File: config.mk
export PLATFORM = sky130hd
export DESIGN_NAME = t_mac_array
export DESIGN_NICKNAME = d
export VERILOG_FILES = /design/src/rtl/t_mac_array.sv
export SDC_FILE = /design/constraint.sdc
export NUM_CORES = 2
export LEC_CHECK = 0
export CAP_MARGIN = 20
export CELL_PAD_IN_SITES_DETAIL_PLACEMENT = 1
export CELL_PAD_IN_SITES_GLOBAL_PLACEMENT = 1
export CORE_ASPECT_RATIO = 1.2
export CORE_MARGIN = 2
export CORE_UTILIZATION = 30
export DETAILED_ROUTE_END_ITERATION = 10
export PLACE_DENSITY = 0.64
export SLEW_MARGIN = 5
export SYNTH_ARGS = -nofsm -noshare
export SYNTH_HDL_FRONTEND = slang
export SYNTH_SLANG_ARGS = --single-unit
File: constraint.sdc
create_clock -name clk -period 8.5 [get_ports clk]
set_input_delay 1.275 -clock clk [delete_from_list [all_inputs] [get_ports clk]]
set_output_delay 1.275 -clock clk [all_outputs]
set_load 0.05 [all_outputs]
File: src/rtl/t_mac_array.sv
// rtl/t_mac_array.sv - ternary multiply-accumulate array with pipelined adder tree and beat accumulator
module t_mac_array #(
    parameter int Tn            = 2,
    parameter int Tm            = 2,
    parameter int KERNEL_SIZE   = 3,
    parameter int FEATURE_WIDTH = 8,
    parameter int KERNEL_WIDTH  = 2,
    parameter int OUT_WIDTH     = 20
) (
    input  logic                                            clk,
    input  logic                                            rst,
    input  logic [Tn*KERNEL_SIZE*KERNEL_SIZE*FEATURE_WIDTH-1:0]    feature_in,
    input  logic                                            feature_valid,
    input  logic                                            feature_last,
    input  logic                                            kernel_valid,
    input  logic [Tm*Tn*KERNEL_SIZE*KERNEL_SIZE*KERNEL_WIDTH-1:0] weight_in,
    output logic [Tm*OUT_WIDTH-1:0]                         sum_out,
    output logic                                            sum_valid,
    output logic                                            busy
);

    localparam int N      = Tn * KERNEL_SIZE * KERNEL_SIZE;
    localparam int LEVELS = (N > 1) ? $clog2(N) : 1;
    localparam int P      = 1 << LEVELS;

    function automatic logic signed [OUT_WIDTH-1:0] select_term(
        input logic [FEATURE_WIDTH-1:0] f,
        input logic [KERNEL_WIDTH-1:0]  w
    );
        logic signed [OUT_WIDTH-1:0] fx;
        // Widen before negating so -(-2^(FW-1)) is representable.
        fx = {{(OUT_WIDTH-FEATURE_WIDTH){f[FEATURE_WIDTH-1]}}, f};
        case (w)
            2'b01:   return fx;
            2'b11:   return -fx;
            default: return '0;
        endcase
    endfunction

    logic [KERNEL_WIDTH-1:0] w_bank [Tm*N];

    always_ff @(posedge clk) begin
        if (rst) begin
            for (int j = 0; j < Tm*N; j++) w_bank[j] <= '0;
        end else if (kernel_valid) begin
            for (int j = 0; j < Tm*N; j++) w_bank[j] <= weight_in[j*KERNEL_WIDTH +: KERNEL_WIDTH];
        end
    end

    logic signed [OUT_WIDTH-1:0] s1_term [Tm][N];
    logic                        s1_valid;
    logic                        s1_last;

    always_ff @(posedge clk) begin
        if (rst) begin
            s1_valid <= 1'b0;
            s1_last  <= 1'b0;
            for (int m = 0; m < Tm; m++)
                for (int i = 0; i < N; i++) s1_term[m][i] <= '0;
        end else begin
            s1_valid <= feature_valid;
            s1_last  <= feature_valid & feature_last;
            for (int m = 0; m < Tm; m++)
                for (int i = 0; i < N; i++)
                    s1_term[m][i] <= select_term(feature_in[i*FEATURE_WIDTH +: FEATURE_WIDTH],
                                                 w_bank[m*N+i]);
        end
    end

    logic [LEVELS:0] lvl_vld;

    // Binary reduction; a register sits after every second level and after the root.
    for (genvar l = 0; l <= LEVELS; l++) begin : g_lvl
        localparam int  W      = 1 << (LEVELS - l);
        localparam bit  IS_REG = (l % 2 == 0) || (l == LEVELS);
        logic signed [OUT_WIDTH-1:0] val [Tm][W];
        logic                        vld;
        logic                        lst;

        assign lvl_vld[l] = vld;

        if (l == 0) begin : g_leaf
            assign vld = s1_valid;
            assign lst = s1_last;
            for (genvar m = 0; m < Tm; m++) begin : g_m
                for (genvar i = 0; i < P; i++) begin : g_i
                    if (i < N) begin : g_use
                        assign val[m][i] = s1_term[m][i];
                    end else begin : g_pad
                        assign val[m][i] = '0;
                    end
                end
            end
        end else if (IS_REG) begin : g_reg
            always_ff @(posedge clk) begin
                if (rst) begin
                    vld <= 1'b0;
                    lst <= 1'b0;
                    for (int m = 0; m < Tm; m++)
                        for (int i = 0; i < W; i++) val[m][i] <= '0;
                end else begin
                    vld <= g_lvl[l-1].vld;
                    lst <= g_lvl[l-1].lst;
                    for (int m = 0; m < Tm; m++)
                        for (int i = 0; i < W; i++)
                            val[m][i] <= g_lvl[l-1].val[m][2*i] + g_lvl[l-1].val[m][2*i+1];
                end
            end
        end else begin : g_comb
            always_comb begin
                vld = g_lvl[l-1].vld;
                lst = g_lvl[l-1].lst;
                for (int m = 0; m < Tm; m++)
                    for (int i = 0; i < W; i++)
                        val[m][i] = g_lvl[l-1].val[m][2*i] + g_lvl[l-1].val[m][2*i+1];
            end
        end
    end

    logic signed [OUT_WIDTH-1:0] acc      [Tm];
    logic signed [OUT_WIDTH-1:0] acc_next [Tm];
    logic                        grp_open;

    always_comb begin
        for (int m = 0; m < Tm; m++)
            acc_next[m] = (grp_open ? acc[m] : '0) + g_lvl[LEVELS].val[m][0];
    end

    always_ff @(posedge clk) begin
        if (rst) begin
            grp_open  <= 1'b0;
            sum_valid <= 1'b0;
            sum_out   <= '0;
            for (int m = 0; m < Tm; m++) acc[m] <= '0;
        end else begin
            sum_valid <= 1'b0;
            if (g_lvl[LEVELS].vld) begin
                grp_open  <= ~g_lvl[LEVELS].lst;
                sum_valid <= g_lvl[LEVELS].lst;
                for (int m = 0; m < Tm; m++) begin
                    acc[m] <= acc_next[m];
                    if (g_lvl[LEVELS].lst) sum_out[m*OUT_WIDTH +: OUT_WIDTH] <= acc_next[m];
                end
            end
        end
    end

    assign busy = (|lvl_vld) | grp_open;

endmodule
==> impl_metrics.py <==
metrics = {
    "routing": {
        "drc": 0,
        "drt_first_iter_violations": 2145,
        "first_pass_iters": 5,
        "ant_nets": 0,
        "vias": 46200,
        "wl_mm": 191,
        "post_drt_wl_per_cell_um": 19.2,
        "via_per_inst": 4.65,
    },
    "floorplan": {
        "die_h_um": 504,
        "ioPinCount": 263,
        "die_w_um": 420,
        "core.rowCount": 183,
        "initial_core_util_pct": 30.2,
        "die_area_um2": 212000,
        "core_area_um2": 207000,
    },
    "layout": {
        "regArea_um2": 24500,
        "utilization_pct": 35.1,
        "design_area_um2": 72700,
        "multiInputGateArea_um2": 33100,
        "area_growth_pct": 16.4,
        "nFillCells": 24000,
        "layout-drive-gt1-share_pct": 3.95,
        "fin_nets": 8025,
    },
    "sta": {
        "fin_crit_sh_pct": 46.8,
        "maxSlewHeadroom_pct": 38.8,
        "fin_crit_ns": 3.98,
        "setup_viol_count_final": 0,
        "skew_ns": 0.0377,
        "hold_viol": 0,
        "rsz0062_at_grt": "false",
        "drv_slew": 0,
        "max_clock_freq_ghz": 0.251,
        "worst_pin_slew_ns": 0.908,
        "final.setup.tns_ns": 0,
    },
    "power_and_ir_drop": {
        "p_clk_share_pct": 39.1,
        "peakVddDrop_mv": 0.176,
        "pwr-share-comb_pct": 21.2,
        "p_per_area_nw_per_um2": 219,
        "internal-power_w": 0.0110,
        "p_seq_share_pct": 39.7,
        "leakagePower_nw": 30.6,
        "netSwitchingFraction_pct": 30.9,
        "p_sw_w": 0.00492,
    },
    "global_route": {
        "grt_pass1_wl_mm": 295,
        "gr-total-overflow": 0,
        "first_global_vias": 50400,
        "antenna_found_initial": 6,
        "grt_max_degree": 159,
        "gr-usage-all-layers_pct": 18.1,
    },
    "worst_hold_path": {
        "worstHoldPathCells": 1,
        "hold_path_class": "flip-flop to flip-flop",
    },
    "placement": {
        "place_area_um2": 67900,
        "io_buffers": 262,
        "gp_congestion": 0.901,
        "post-dp-hpwl_mm": 154,
    },
    "clocking": {
        "htreeDepth": 4,
        "cts-resized-gates": 0,
        "clk_latency_ns": 0.80,
        "cts.sinks": 1166,
        "cts_max_path_buffers": 3,
        "clk_pin_slew_ns": 0.07,
        "holdBufCountCts": 0,
        "clockRootBuffer": "clkbuf_16",
        "postCtsSetupRepairBufs": 0,
        "cts_buffers": 137,
        "cts_tree": "yes",
    },
    "yosys": {
        "ys_types": 80,
        "synth_area_um2": 62400,
        "synth_edf_count": 112,
        "ys_seq_area_share_pct": 39.2,
        "synth_area_per_cell_um2": 9.11,
        "ys_warn_count": 0,
        "syn-instance-count": 6853,
        "syn_nets": 7818,
        "synth-async-reset-ratio_pct": 0,
        "ys_ff_latch": 1166,
        "synth_flop_cell": "dfxtp_1",
    },
    "critical_path": {
        "crit_type": "flip-flop to flip-flop",
        "crit_fanout": 4,
        "reg2reg_depth": 12,
        "cp.required_ns": 9.14,
        "start_kind": "flip-flop",
        "arrival_ns": 4.62,
        "crit_path_end_kind": "flip-flop",
    },
    "run_status": {
        "status": "finished clean",
    },
    "run": {
        "maxCapViolCount": 0,
    },
}
state kept, by name, indices dropped and copies added, names as in the netlist:
register and cells:
sum_valid 1, g_lvl.vld 4, grp_open 1, w_bank 72, acc 40, g_lvl.val 320, sum_out 40, g_lvl.lst 4
s1_term 684
area by class of cell:
cell class | instances | area share (%)
multi-input cells | 4374 | 45.5
flip-flops and latches | 1166 | 33.7
clock inverters | 55 | 0.945
repair buffers | 274 | 3.77
inverters | 1107 | 5.72
well taps | 2775 | 4.78
diodes | 3 | 0.0103
clock buffers | 189 | 5.63
worst max-delay path: stages, from the launching register on:
cell       delay [ns]
dfxtp_1          0.32
fa_1             0.50
fa_1             0.56
ha_1             0.20
inv_1            0.06
fa_1             0.38
nor2b_1          0.25
o2111ai_1        0.17
nand3_1          0.22
a41oi_2          0.19
o21ai_1          0.33
a21oi_1          0.12
or4b_1           0.55
placed cells by master (no fill, tap or decap), types with 10 or more instances in the layout:
| master | instances |
|---|---|
| a211oi_1 | 41 |
| a21boi_0 | 13 |
| a21o_1 | 133 |
| a21oi_1 | 632 |
| a31oi_1 | 23 |
| and2_1 | 122 |
| and3_1 | 42 |
| buf_4 | 10 |
| clkbuf_1 | 18 |
| clkbuf_16 | 149 |
| clkbuf_8 | 21 |
| clkdlybuf4s50_1 | 261 |
| clkinv_2 | 14 |
| dfxtp_1 | 1054 |
| edfxtp_1 | 112 |
| fa_1 | 386 |
| ha_1 | 358 |
| inv_1 | 1106 |
| mux2_2 | 14 |
| mux2i_1 | 40 |
| nand2_1 | 485 |
| nand2b_1 | 70 |
| nand3_1 | 60 |
| nand4_1 | 25 |
| nor2_1 | 612 |
| nor2b_1 | 197 |
| nor3_1 | 91 |
| nor3b_1 | 12 |
| o2111ai_1 | 12 |
| o211ai_1 | 61 |
| o21a_1 | 44 |
| o21ai_0 | 195 |
| o21bai_1 | 38 |
| o31a_1 | 12 |
| o31ai_1 | 30 |
| or3_1 | 80 |
| xnor2_1 | 166 |
| xor2_1 | 239 |
routing by layer:
layer / vias to the layer above / track usage [%] / part of all wire (%)
li1: 22500 / - / -
met1: 22800 / 21.3 / 42
met2: 613 / 33.7 / 52
met3: 254 / 2.04 / 2.5
met4: 2 / 5.55 / 2.9
met5: - / 0 / 0.0037
per-stage QoR:
| stage | hold WS (ns) | total power [W] | instances | setup slack (ns) |
|---|---|---|---|---|
| floorplan | 0.414 | 0.00853 | 6853 | 4.87 |
| global placement | 0.417 | 0.00974 | 9695 | 4.52 |
| detailed placement | 0.427 | 0.00981 | 9695 | 4.49 |
| CTS | 0.428 | 0.0161 | 9939 | 4.52 |
| global route | 0.455 | 0.0167 | 9941 | 4.34 |
| finish | 0.426 | 0.0159 | 9943 | 4.52 |
power groups by stage:
stage	logic, W	registers (W)	clock network [W]
global route	0.00378	0.00635	0.00658
detailed placement	0.00338	0.00643	0
global placement	0.00331	0.00643	0
CTS	0.00341	0.00632	0.00637
finish	0.00337	0.00631	0.00621
floorplan	0.00232	0.00622	0
synth_stat cells, types with 13 or more instances:
cell type,instances,area share (%)
xnor2_1,166,2.3
edfxtp_1,112,5.4
fa_1,386,12
dfxtp_1,1054,34
mux2i_1,40,0.64
o21ai_0,195,1.6
a211oi_1,41,0.49
o211ai_1,61,0.73
a21o_1,133,1.6
clkbuf_1,164,0.99
nand3_1,60,0.48
a21boi_0,13,0.16
and2_1,122,1.2
nand4_1,25,0.25
nor3_1,91,0.73
nor2_1,612,3.7
buf_1,40,0.24
o21bai_1,38,0.46
ha_1,358,7.2
a21oi_1,633,5.1
and3_1,42,0.42
a31oi_1,23,0.23
nor2b_1,198,2.0
inv_1,1106,6.6
xor2_1,239,3.4
nand2_1,485,2.9
o21a_1,44,0.53
or3_1,80,0.80
o31ai_1,30,0.36
mux2_2,14,0.25
nand2b_1,70,0.70
kinds of logic after synthesis:
logic type      Yosys count  share of synthesized area, %
compound gates         1324                          12.9
flops                  1166                          39.2
mux                      55                         0.912
simple gates           1846                          13.9
fa+ha+maj               744                          19.5
buf+inv                1313                          7.90
xor+xnor                405                          5.68
worst paths after layout:
| kind | from | endpoint | slack (ns) |
|---|---|---|---|
| min | g_lvl[2].val[0][16] | g_lvl[4].val[0][16] | 0.43 |
| max | s1_term[0][41] | g_lvl[2].val[0][39] | 4.52 |
| min reg2reg | g_lvl[2].val[0][16] | g_lvl[4].val[0][16] | 0.43 |
| max reg2reg | s1_term[0][41] | g_lvl[2].val[0][39] | 4.52 |
Note: power is estimated with default switching activity, not from simulation.
